===== src/rtl/seg_pkg.sv =====
// -----------------------------------------------------------------------------
// seg_pkg
// Shared definitions for the multiplexed seven-segment scan controller:
//   - NUM_DGT        : number of display digits (fixed at 5)
//   - dgt_idx_t      : type of the digit index (0..NUM_DGT-1)
//   - SEG_0..SEG_9   : segment codes {dp,g,f,e,d,c,b,a}, active-high
//   - SEG_OFF        : all segments dark
//   - dgt_onehot()   : digit index -> one-hot digit enable
// -----------------------------------------------------------------------------
package seg_pkg;

    localparam int NUM_DGT = 5;

    typedef logic [2:0] dgt_idx_t;

    localparam logic [7:0] SEG_0   = 8'h3F;
    localparam logic [7:0] SEG_1   = 8'h06;
    localparam logic [7:0] SEG_2   = 8'h5B;
    localparam logic [7:0] SEG_3   = 8'h4F;
    localparam logic [7:0] SEG_4   = 8'h66;
    localparam logic [7:0] SEG_5   = 8'h6D;
    localparam logic [7:0] SEG_6   = 8'h7D;
    localparam logic [7:0] SEG_7   = 8'h07;
    localparam logic [7:0] SEG_8   = 8'h7F;
    localparam logic [7:0] SEG_9   = 8'h6F;
    localparam logic [7:0] SEG_OFF = 8'h00;

    // Bit i of the result enables digit i; bit 0 is the rightmost digit.
    function automatic logic [NUM_DGT-1:0] dgt_onehot(input dgt_idx_t idx);
        return NUM_DGT'(1) << idx;
    endfunction

endpackage


===== src/rtl/bcd_sev_seg_dec.sv =====
// -----------------------------------------------------------------------------
// bcd_sev_seg_dec
// Purely combinational BCD to seven-segment decoder.
// Ports:
//   bcd  in  [3:0]  digit value; 0..9 are decoded, 10..15 give all segments off
//   seg  out [7:0]  segments {dp,g,f,e,d,c,b,a}, active-high, dp always 0
// -----------------------------------------------------------------------------
module bcd_sev_seg_dec (
    input  logic [3:0] bcd,
    output logic [7:0] seg
);

    import seg_pkg::*;

    always_comb begin
        seg = SEG_OFF;
        case (bcd)
            4'd0:    seg = SEG_0;
            4'd1:    seg = SEG_1;
            4'd2:    seg = SEG_2;
            4'd3:    seg = SEG_3;
            4'd4:    seg = SEG_4;
            4'd5:    seg = SEG_5;
            4'd6:    seg = SEG_6;
            4'd7:    seg = SEG_7;
            4'd8:    seg = SEG_8;
            4'd9:    seg = SEG_9;
            default: seg = SEG_OFF;
        endcase
    end

endmodule


===== src/rtl/seg_scan_ctrl.sv =====
// -----------------------------------------------------------------------------
// seg_scan_ctrl
// Time-multiplexed scan controller for a 5-digit common-select seven-segment
// display. Software writes BCD digits into a shadow bank and requests a
// commit; the shadow bank is copied to the live bank only at a frame
// boundary so a frame is never shown half old / half new.
//
// Parameters:
//   SCAN_DIV   clock cycles per digit slot (4..2^20)
//   NUM_DGT    number of digits (fixed at 5)
//
// Ports:
//   clk         in         system clock, rising edge
//   rst_n       in         asynchronous active-low reset
//   wr_en       in         write wr_data into shadow digit wr_idx (when wr_rdy)
//   wr_idx      in  [2:0]  shadow digit index 0..4; 5..7 are dropped
//   wr_data     in  [3:0]  BCD value to write
//   wr_rdy      out        high while writes / commits are accepted
//   commit      in         request shadow -> live copy at next frame boundary
//   blank       in         forces all digits dark while high
//   dgt_slct    out [4:0]  one-hot digit enable, bit 0 = rightmost digit
//   data_out    out [7:0]  segments {dp,g,f,e,d,c,b,a}, active-high
//   frame_done  out        one-cycle pulse on the last cycle of digit 4's slot
//
// Build option:
//   SEG_LZB_EN  when defined, leading zeros (digits 1..4) are blanked.
// -----------------------------------------------------------------------------
module seg_scan_ctrl #(
    parameter int SCAN_DIV = 50000,
    parameter int NUM_DGT  = seg_pkg::NUM_DGT
) (
    input  logic               clk,
    input  logic               rst_n,
    input  logic               wr_en,
    input  logic [2:0]         wr_idx,
    input  logic [3:0]         wr_data,
    output logic               wr_rdy,
    input  logic               commit,
    input  logic               blank,
    output logic [NUM_DGT-1:0] dgt_slct,
    output logic [7:0]         data_out,
    output logic               frame_done
);

    import seg_pkg::*;

    localparam int       PW       = $clog2(SCAN_DIV);
    localparam dgt_idx_t LAST_DGT = dgt_idx_t'(NUM_DGT - 1);

    logic [PW-1:0]            presc;
    dgt_idx_t                 idx;
    logic                     tc;
    logic                     tc_last;
    logic                     frame_pre;

    logic [NUM_DGT-1:0][3:0]  shadow;
    logic [NUM_DGT-1:0][3:0]  live;
    logic                     commit_pend;

    logic [3:0]               cur_digit;
    logic [7:0]               seg_raw;
    logic                     lzb_mask;
    logic                     show;

    assign tc      = (presc == PW'(SCAN_DIV - 1));
    assign tc_last = tc && (idx == LAST_DGT);

    // frame_done is a flop; it is loaded one cycle early so that it is high
    // exactly during the terminal-count cycle of digit 4's slot.
    assign frame_pre = (presc == PW'(SCAN_DIV - 2)) && (idx == LAST_DGT);

    // Slot prescaler and digit index.
    always_ff @(posedge clk or negedge rst_n) begin
        if (!rst_n) begin
            presc <= '0;
            idx   <= '0;
        end else if (tc) begin
            presc <= '0;
            idx   <= (idx == LAST_DGT) ? dgt_idx_t'(0) : idx + dgt_idx_t'(1);
        end else begin
            presc <= presc + PW'(1);
        end
    end

    // Shadow bank and commit handshake. While a commit is pending the
    // interface is closed, so the copy at the frame boundary always sees a
    // stable shadow bank. A write in the same cycle as the commit request
    // lands in the shadow bank before the copy happens.
    always_ff @(posedge clk or negedge rst_n) begin
        if (!rst_n) begin
            shadow      <= '0;
            live        <= '0;
            commit_pend <= 1'b0;
        end else if (commit_pend) begin
            if (tc_last) begin
                live        <= shadow;
                commit_pend <= 1'b0;
            end
        end else begin
            if (wr_en && (wr_idx < 3'(NUM_DGT))) begin
                shadow[wr_idx] <= wr_data;
            end
            if (commit) begin
                commit_pend <= 1'b1;
            end
        end
    end

    assign wr_rdy = !commit_pend;

    assign cur_digit = live[idx];

    bcd_sev_seg_dec u_dec (
        .bcd (cur_digit),
        .seg (seg_raw)
    );

`ifdef SEG_LZB_EN
    // lead_zero[i] is set when live digits i..4 are all zero.
    logic [NUM_DGT-1:0] lead_zero;

    always_comb begin
        lead_zero = '1;
        for (int i = 0; i < NUM_DGT; i++) begin
            for (int j = i; j < NUM_DGT; j++) begin
                if (live[j] != 4'd0) begin
                    lead_zero[i] = 1'b0;
                end
            end
        end
    end

    // Digit 0 always shows, so a zero value still displays "0".
    assign lzb_mask = (idx != dgt_idx_t'(0)) && lead_zero[idx];
`else
    assign lzb_mask = 1'b0;
`endif

    // The first cycle of each slot is kept dark so the previous digit's
    // segments never flash on the newly selected digit.
    assign show = !blank && (presc != '0);

    // Select and segment outputs are registered together so they change on
    // the same edge.
    always_ff @(posedge clk or negedge rst_n) begin
        if (!rst_n) begin
            dgt_slct   <= '0;
            data_out   <= '0;
            frame_done <= 1'b0;
        end else begin
            dgt_slct   <= show ? dgt_onehot(idx) : '0;
            data_out   <= (show && !lzb_mask) ? seg_raw : SEG_OFF;
            frame_done <= frame_pre;
        end
    end

endmodule


===== config.mk =====
export PLATFORM = sky130hd
export DESIGN_NAME = seg_scan_ctrl
export DESIGN_NICKNAME = d
export VERILOG_FILES = /design/src/rtl/seg_pkg.sv /design/src/rtl/bcd_sev_seg_dec.sv /design/src/rtl/seg_scan_ctrl.sv
export SDC_FILE = /design/constraint.sdc
export NUM_CORES = 1
export LEC_CHECK = 0
export ABC_AREA = 1
export CAP_MARGIN = 10
export CORE_MARGIN = 3
export CORE_UTILIZATION = 46
export CTS_BUF_LIST = sky130_fd_sc_hd__clkbuf_4
export CTS_CLUSTER_DIAMETER = 120
export DETAILED_ROUTE_END_ITERATION = 8
export GPL_TIMING_DRIVEN = 1
export PLACE_DENSITY_LB_ADDON = 0.25
export SLEW_MARGIN = 20
export SYNTH_ARGS = -nofsm -noshare
export SYNTH_HDL_FRONTEND = slang
export SYNTH_SLANG_ARGS = --single-unit

===== constraint.sdc =====
create_clock -name clk -period 2.18 [get_ports clk]
set_input_delay 0.436 -clock clk [delete_from_list [all_inputs] [get_ports clk]]
set_output_delay 0.436 -clock clk [all_outputs]
set_load 0.005 [all_outputs]

==> results.py, run 1 <==
metrics = {
    "logic_synthesis": {
        "synth-compound-area-share_pct": 9.75,
        "synthFlopType": "dfrtp_1",
        "post-synth-top-area-cell": "dfrtp_1",
        "synth_simple_gate_area_share_pct": 24.0,
        "syn_inst": 413,
        "synth_top_family_by_area": "simple AND/OR/NAND/NOR gates",
        "synth_edf_count": 0,
        "async_flop_share_pct": 100,
        "syn_area_um2": 3580,
        "syn_nets": 438,
        "yosys.area.top_type_share_pct": 51.0,
        "ys_top_cells_by_area": "dfrtp_1 51%, nand2_1 10%, inv_1 6.4%",
        "synth_fa_ha_area_share_pct": 4.54,
        "syn_avg_cell_area_um2": 8.67,
        "synth_xor_area_share_pct": 1.71,
        "synth_seq_area_share_pct": 51.0,
        "synth_mux_area_share_pct": 0,
        "ys_ff_latch": 73,
        "yosysWarnings": 0,
        "ys_types": 31,
    },
    "die": {
        "io_pins": 27,
        "die-area_um2": 8880,
        "core_um2": 7410,
        "die_w_um": 94.2,
        "die_y_um": 94.2,
        "start_util_pct": 48.3,
        "rows": 31,
    },
    "placement": {
        "dp_cells": 537,
        "numPortBuffers": 25,
        "placed_cell_area_um2": 3960,
        "dpl_worst_slack_ns": 0.283,
        "finalWeightedCongestion": 0.858,
        "dp_hpwl_um": 4900,
    },
    "global_routing": {
        "grt_max_degree": 42,
        "grt_pass1_vias": 2604,
        "grt-ovfl-total": 0,
        "grt_antenna_before_repair": 0,
        "grt_first_pass_wirelength_um": 11900,
        "track_usage_pct": 17.1,
        "grt_util_met3_pct": 4.41,
        "grt-busiest-layer": "met2",
        "met2_usage_pct": 26.4,
        "gr-usage-met1_pct": 22.7,
    },
    "hold_path": {
        "hold_class": "in -> async",
    },
    "sta": {
        "max_slew_margin_pct": 66.6,
        "fin_skew_ns": 0.0184,
        "tns_ns": 0,
        "min_period_over_period_pct": 89.2,
        "hold_violations": 0,
        "postLayoutSetupSlackWorst_ns": 0.236,
        "rsz0062_at_grt": "no",
        "worstMarginPinSlew_ns": 0.502,
        "whs_ns": 0.484,
        "setup_viol": 0,
        "fin_crit_ns": 1.94,
        "drv_slew": 0,
        "maxClockFrequency_mhz": 514,
    },
    "drt": {
        "wirelength_um": 6720,
        "avgViaCountPerCell": 4.81,
        "drcViolationCount": 0,
        "dr_total_vias": 2667,
        "dr.pass1.iters": 4,
        "drt_iter0_drc": 101,
        "wl_per_cell_um": 12.1,
        "ant_nets": 0,
    },
    "clocking": {
        "clkSinkCount": 73,
        "clkTransAtPathRegs_ns": 0.13,
        "cts_tree": "done",
        "cts_setup_buffers": 0,
        "cts_buffers": 9,
        "cts_hold_buffers": 1,
        "clock_latency_ns": 0.42,
        "cts_buffer_depth": 2,
        "ctsRootBufferMaster": "clkbuf_4",
        "cts_max_level": 3,
        "ctsResizeCount": 0,
    },
    "cells_and_area": {
        "area_growth_pct": 14.8,
        "fin_area_um2": 4110,
        "fin_cells": 554,
        "drive_above_1_share_pct": 13.6,
        "final_nets": 475,
        "n_antenna_cell": 0,
        "utilization_pct": 55.5,
    },
    "worst_setup_path": {
        "r2r-end": "live[5]",
        "path_class": "reg -> out",
        "reg2reg_depth": 8,
        "timing.rr.start": "idx[0]",
        "required_ns": 1.74,
        "cp-end-kind": "output pin",
        "startpoint_type": "flip-flop",
        "regToRegSetupSlack_ns": 0.25,
        "critPathArrivalTime_ns": 1.51,
        "path_max_fanout": 4,
    },
    "power_and_ir_drop": {
        "p_comb_share_pct": 4.9,
        "power.share.sequential_pct": 58.4,
        "powerDensity_nw_per_um2": 580,
        "irDropWorstVdd_mv": 0.356,
        "switching_share_pct": 24.9,
        "switchingPower_mw": 0.594,
        "p_leak_nw": 1.95,
        "internal_power_mw": 1.79,
        "finalPower_mw": 2.38,
        "clkPwrFrac_pct": 36.7,
    },
    "job": {
        "max_cap_viol_count": 0,
    },
    "run_status": {
        "status": "finished, final reports clean",
    },
}
-- power by group through the flow --
stage	Combinational [mW]	Sequential (mW)	Clock (mW)
after floorplan	0.0377	1.42	0
after global placement	0.115	1.42	0
after detailed placement	0.118	1.42	0
after CTS	0.119	1.39	0.894
after global routing	0.133	1.40	0.958
final	0.116	1.39	0.875
-- metal layers --
metal  up-vias  share of wire [%]
li1       1367                  -
met1      1229                 48
met2        53                 45
met3        18                3.8
met4         0                2.3
met5         -                  0
-- worst max-delay path by stage --
stage          depth (start not counted)   startpoint           to  slack (ns)
4_1_cts                                2  commit_pend       wr_rdy        0.19
6_report                               2  commit_pend       wr_rdy        0.24
2_1_floorplan                         10       idx[0]  data_out[3]        0.55
3_3_place_gp                          10       idx[0]  data_out[3]        0.31
5_1_grt                                8       idx[0]     live[11]        0.09
3_5_place_dp                           8       idx[0]      live[5]        0.28
-- registers in the layout, indices dropped and copies added (netlist names) --
name and count:
commit_pend 1, data_out 7, dgt_slct 5, frame_done 1, idx 3, live 20, presc 16, shadow 20
-- logic make-up (layout without fill, tap and decap cells) --
group | count (synthesis) | after routing
other cells | 1 | 1
compound gates | 54 | 54
xor+xnor | 7 | 7
fa+ha+maj | 13 | 13
flops | 73 | 73
simple gates | 192 | 192
buf+inv | 73 | 115
-- cell usage in the layout, fill, tap and decap left out, types with 9 or more instances in the layout --
| cell type | synthesis | layout |
|---|---|---|
| nand2_1 | 96 | 96 |
| nand3_1 | 22 | 22 |
| ha_1 | 13 | 13 |
| clkdlybuf4s50_1 | 0 | 24 |
| o21ai_2 | 21 | 21 |
| nor2_1 | 48 | 48 |
| clkbuf_4 | 0 | 9 |
| dfrtp_1 | 73 | 73 |
| inv_1 | 61 | 61 |
| o21ai_0 | 29 | 29 |
-- worst max-delay path, stage by stage (launching register included) --
cell and delay [ns]:
dfrtp_1 0.46, inv_1 0.12, clkdlybuf4s50_1 0.50
-- final cells by class --
type,instances,area [um2]
flip-flops and latches,73,1830
fillers,702,3300
repair buffers,32,325
multi-input cells,267,1440
well taps,99,124
clock inverters,7,77.6
inverters,67,253
clock buffers,9,67.6
-- synth_stat cells (2+ instances only) --
library cell  number
a21oi_1            3
buf_6              5
dfrtp_1           73
ha_1              13
inv_1             61
inv_2              5
nand2_1           96
nand2_2            4
nand3_1           22
nand4_1            5
nor2_1            48
nor2_2             2
nor3_1             5
o21ai_0           29
o21ai_2           21
xnor2_1            2
xor2_1             5
(Power assumes the default switching activity.)
==> run 2, diff against run 1 <==
--- a/config.mk
+++ b/config.mk
@@ -6,7 +6,6 @@
 export NUM_CORES = 1
 export LEC_CHECK = 0
 export ABC_AREA = 1
-export CAP_MARGIN = 10
 export CORE_MARGIN = 3
 export CORE_UTILIZATION = 46
 export CTS_BUF_LIST = sky130_fd_sc_hd__clkbuf_4
==> results of run 2 <==
Same layout as run 1: the final DEF is identical, and so are final timing and power.
==> run 3, diff against run 2 <==
--- a/config.mk
+++ b/config.mk
@@ -16,4 +16,5 @@
 export SLEW_MARGIN = 20
 export SYNTH_ARGS = -nofsm -noshare
 export SYNTH_HDL_FRONTEND = slang
+export SYNTH_HIERARCHICAL = 1
 export SYNTH_SLANG_ARGS = --single-unit
==> run 3 against run 2 <==
Net effect: final cell count grew 7.6%; worst hold slack gained 0.010 ns; synthesized cell count grew 9.9%; non-clock buffer count grew 5; area after synthesis grew 1.3%; register-to-register slack gained 0.05 ns; maximum frequency grew 2.0%; largest power group unchanged.
==> results.py, run 3 <==
metrics = {
    "drt": {
        "dr.pass1.iters": 4,
        "drt_iter0_drc": 173,
        "drcViolationCount": 0,
        "ant_nets": 0,
        "avgViaCountPerCell": 4.79,
        "wirelength_um": 6960,
        "dr_total_vias": 2857,
        "wl_per_cell_um": 11.7,
    },
    "sta": {
        "drv_slew": 0,
        "max_slew_margin_pct": 37.1,
        "setup_viol": 0,
        "tns_ns": 0,
        "rsz0062_at_grt": "no",
        "maxClockFrequency_mhz": 525,
        "min_period_over_period_pct": 87.5,
        "postLayoutSetupSlackWorst_ns": 0.274,
        "hold_violations": 0,
        "fin_crit_ns": 1.91,
        "fin_skew_ns": 0.0233,
        "worstMarginPinSlew_ns": 0.942,
    },
    "clocking": {
        "cts_max_level": 3,
        "cts_buffer_depth": 2,
        "clkTransAtPathRegs_ns": 0.14,
        "clkSinkCount": 74,
        "cts_tree": "done",
        "cts_buffers": 9,
        "cts_setup_buffers": 0,
        "ctsRootBufferMaster": "clkbuf_4",
        "clock_latency_ns": 0.42,
    },
    "logic_synthesis": {
        "synth_seq_area_share_pct": 51.0,
        "async_flop_share_pct": 100,
        "synth_commonest_cells": "138 x nand2_1, 74 x dfrtp_1, 53 x inv_1, 53 x nor2_1, 47 x nand3_1",
        "ys_top_cells_by_area": "dfrtp_1 51%, nand2_1 14%, nand3_1 6.5%",
        "synthFlopType": "dfrtp_1",
        "ys_ff_latch": 74,
        "post-synth-top-area-cell": "dfrtp_1",
        "syn_avg_cell_area_um2": 7.99,
        "synth_edf_count": 0,
        "yosysMostFrequentCell": "nand2_1",
        "syn_nets": 480,
        "yosysWarnings": 6,
        "syn_area_um2": 3630,
        "syn_inst": 454,
        "yosys.area.top_type_share_pct": 51.0,
        "ys_types": 26,
    },
    "global_routing": {
        "grt_first_pass_wirelength_um": 12200,
        "grt_max_degree": 54,
        "grt_pass1_vias": 2678,
        "grt-ovfl-total": 0,
        "grt_antenna_before_repair": 0,
        "track_usage_pct": 17.4,
    },
    "cells_and_area": {
        "final_common_cell": "nand2_1",
        "drive_above_1_share_pct": 7.65,
        "area_growth_pct": 14.8,
        "final_cell_mix": "138 x nand2_1, 74 x dfrtp_1, 53 x inv_1, 53 x nor2_1, 47 x nand3_1",
        "final_nets": 518,
        "fin_area_um2": 4160,
        "reg_top3": "live: 20 flops, shadow: 20 flops, presc: 16 flops",
        "n_antenna_cell": 0,
        "utilization_pct": 55.9,
    },
    "worst_setup_path": {
        "cp-end-kind": "output pin",
        "startpoint_type": "flip-flop",
        "required_ns": 1.74,
        "path_class": "reg -> out",
        "path_max_fanout": 4,
        "critPathArrivalTime_ns": 1.47,
    },
    "placement": {
        "placed_cell_area_um2": 4030,
        "dp_hpwl_um": 5150,
        "finalWeightedCongestion": 0.813,
        "numPortBuffers": 26,
        "dpl_worst_slack_ns": 0.295,
    },
    "power_and_ir_drop": {
        "clkPwrFrac_pct": 34.1,
        "irDropWorstVdd_mv": 0.430,
        "switchingPower_mw": 0.588,
        "power.share.sequential_pct": 61.7,
        "internal_power_mw": 1.69,
        "p_comb_share_pct": 4.2,
        "finalPower_mw": 2.28,
        "p_leak_nw": 2.12,
        "powerDensity_nw_per_um2": 548,
        "switching_share_pct": 25.8,
    },
    "die": {
        "die-area_um2": 8990,
        "core_um2": 7450,
        "die_y_um": 94.8,
        "rows": 31,
        "start_util_pct": 48.7,
        "io_pins": 27,
        "die_w_um": 94.8,
    },
    "job": {
        "max_cap_viol_count": 0,
    },
    "hold_path": {
        "hold_class": "in -> async",
    },
    "run_status": {
        "status": "finished, final reports clean",
    },
}
## run 3: cell types whose count changed after synthesis, sizes merged, moves of 3 or more
| cell | change |
|---|---|
| a21oi | +4 |
| clkbuf | +3 |
| inv | -10 |
| nand2 | +40 |
| nand3 | +25 |
| nand4 | +3 |
| nor2 | +6 |
| nor3 | -3 |
| o21ai | -26 |
## run 3: power groups by stage
stage	logic (mW)	registers, mW	clock network, mW
6_report	0.0961	1.41	0.778
5_1_grt	0.111	1.41	0.878
4_1_cts	0.100	1.41	0.816
3_5_place_dp	0.0986	1.43	0
3_3_place_gp	0.0961	1.43	0
2_1_floorplan	0.0261	1.43	0
## run 3: what timing repair did
item | CTS | global route
endpoints found under the setup margin | 0 | 3
hold buffers | 1 | 0
endpoints found under the hold margin | 21 | 0
resized for setup | 0 | 1
## run 3: cells by family after synthesis
logic type               after synthesis  share of synthesized area, %
AO/OA/AOI/OAI                         33                          4.62
buffers and inverters                 67                          7.76
flip-flops                            74                          51.0
other                                  1                         0.103
XOR/XNOR                               6                          1.45
adder cells (fa/ha/maj)               14                          4.83
AND/OR/NAND/NOR                      259                          30.2
## run 3: cell type report
type                       instances  area (um2)
clock inverter                     7        58.8
timing repair buffer              37         353
fill                             701        3280
sequential                        74        1850
tap                               99         124
clock buffer                       9        67.6
multi-input combinational        313        1500
inverter                          57         214
## run 3: critical path, cell delays in order, from the launching register on
cell and delay [ns]:
dfrtp_1 0.44, inv_1 0.11, clkdlybuf4s50_1 0.50
## run 3: path summary, 6_finish.rpt
kind	startpoint	endpoint	slack [ns]	depth (start not counted)
hold reg to reg	live[2]	live[2]	0.50	2
setup reg to reg	idx[1]	data_out[3]	0.30	11
setup / recovery	commit_pend	wr_rdy	0.27	2
hold / removal	rst_n	idx[1]	0.49	2
min in group clk	live[2]	live[2]	0.50	2
max in group asynchronous	rst_n	live[2]	1.03	3
## run 3: per-stage QoR
| step | hold WS [ns] | std cells |
|---|---|---|
| 6_report | 0.495 | 596 |
| 3_3_place_gp | 0.433 | 579 |
| 2_1_floorplan | 0.140 | 454 |
| 5_1_grt | 0.518 | 596 |
| 4_1_cts | 0.484 | 596 |
| 3_5_place_dp | 0.442 | 579 |
## run 3: layer usage
metal	part of all wire (%)	track usage [%]	wire length, um	vias to the layer above
met1	48	23.1	3360	1303
met5	0	0	0	-
met2	46	28.0	3210	51
met4	1.1	5.53	78	0
met3	4.5	4.38	312	8
li1	-	-	-	1495
==> RTL change, RTL diff (flow settings as in run 3) <==
Add a define of `SEG_LZB_EN`.
--- a/src/rtl/seg_scan_ctrl.sv
+++ b/src/rtl/seg_scan_ctrl.sv
@@ -27,2 +27,4 @@
 // -----------------------------------------------------------------------------
+`define SEG_LZB_EN
+
 module seg_scan_ctrl #(
Check against the original RTL: no difference found for any inputs over 10 cycles, from zero or initial values and one cycle with rst_n low; that may be too few to reach the edited logic, so the function may still have changed.
==> RTL change against run 3 <==
  * Final area is 2.5% higher
  * Via count grew 4.0%
  * Wire length rose by 3.3%
  * Sequential cell count did not move
  * Global-route usage grew 0.38 points
  * Clock skew shrank 0.0073 ns
  * Largest power group unchanged
  * Area after synthesis is 3.8% higher
  * Worst setup slack worse by 0.026 ns
  * Power increased by 3.4%
==> RTL change: results (changes against run 3) <==
stage,metric,value,unit,change
cells_and_area,nNonClkBuffers,32,,-14%
logic_synthesis,yosys.area_share.xor_xnor,0.0140,,-0.000525
cells_and_area,inverters,59,,+3.5%
placed_design,place_area,0.00413,mm^2,+2.4%
cells_and_area,multi_input_gates,319,,+1.9%
global_routing,grt_usage,0.178,,+0.00380
logic_synthesis,synth.distinct_cells,32,,+23%
placed_design,hpwl,5200,um,+0.87%
placed_design,post-place-cells,586,,+1.2%
cells_and_area,design.seq.count,74,,unchanged
global_routing,grt_pass1_wl,12900,um,+5.6%
critical_path,cp_slowest_cell,dfrtp_2,,
detailed_routing,wl_per_cell,11.9,um,+2.3%
placed_design,gp_congestion,0.839,,+3.2%
cells_and_area,fillers,777,,+11%
global_routing,global_route.usage.met3,0.0294,,-0.0144
cells_and_area,multi_input_area_share,0.378,,+0.0192
logic_synthesis,syn_area_per_cell,8.13,um^2,+1.7%
logic_synthesis,synth_compound_area_frac,0.0671,,+0.0209
logic_synthesis,synthAdderAreaFrac,0.0465,,-0.00175
critical_path,cp.arrival,2.24,ns,+0.77 ns
cells_and_area,regArea,0.00185,mm^2,about the same
run_status,status,"finished, final reports clean",,
timing,fin_worst_skew,0.0160,ns,-0.00727 ns
global_routing,use_met1,0.251,,+0.0194
detailed_routing,first_pass_iters,6,,+2
logic_synthesis,yosysSeqAreaShare,0.492,,-0.0185
power,sw_frac_of_total,0.241,,-0.0174
cells_and_area,final_layout_size_suffix_gt1_frac,0.0900,,+0.0135
global_routing,grt_start_max_net_pins,75,,+39%
-- RTL change: cell types whose count changed after synthesis, moves of 3 or more --
cell,run 3,this run
buf_4,2,5
o21ai_1,0,20
nand4_1,8,26
o21ai_0,25,11
a21oi_1,7,11
nand3_1,47,16
inv_1,53,47
inv_2,3,11
-- RTL change: final timing paths --
check,start,cells past startpoint,slack (ns),endpoint
worst max-delay path,idx[0]$_DFFE_PN0N_,12,0.25,data_out[3]$_DFF_PN0_
min in group clk,live[14]$_DFFE_PN0P_,2,0.50,live[14]$_DFFE_PN0P_
worst min-delay path,rst_n,2,0.01,presc[13]$_DFF_PN0_
worst min register to register,live[14]$_DFFE_PN0P_,2,0.50,live[14]$_DFFE_PN0P_
max in group asynchronous,rst_n,2,1.82,idx[0]$_DFFE_PN0N_
worst max register to register,idx[0]$_DFFE_PN0N_,12,0.25,data_out[3]$_DFF_PN0_
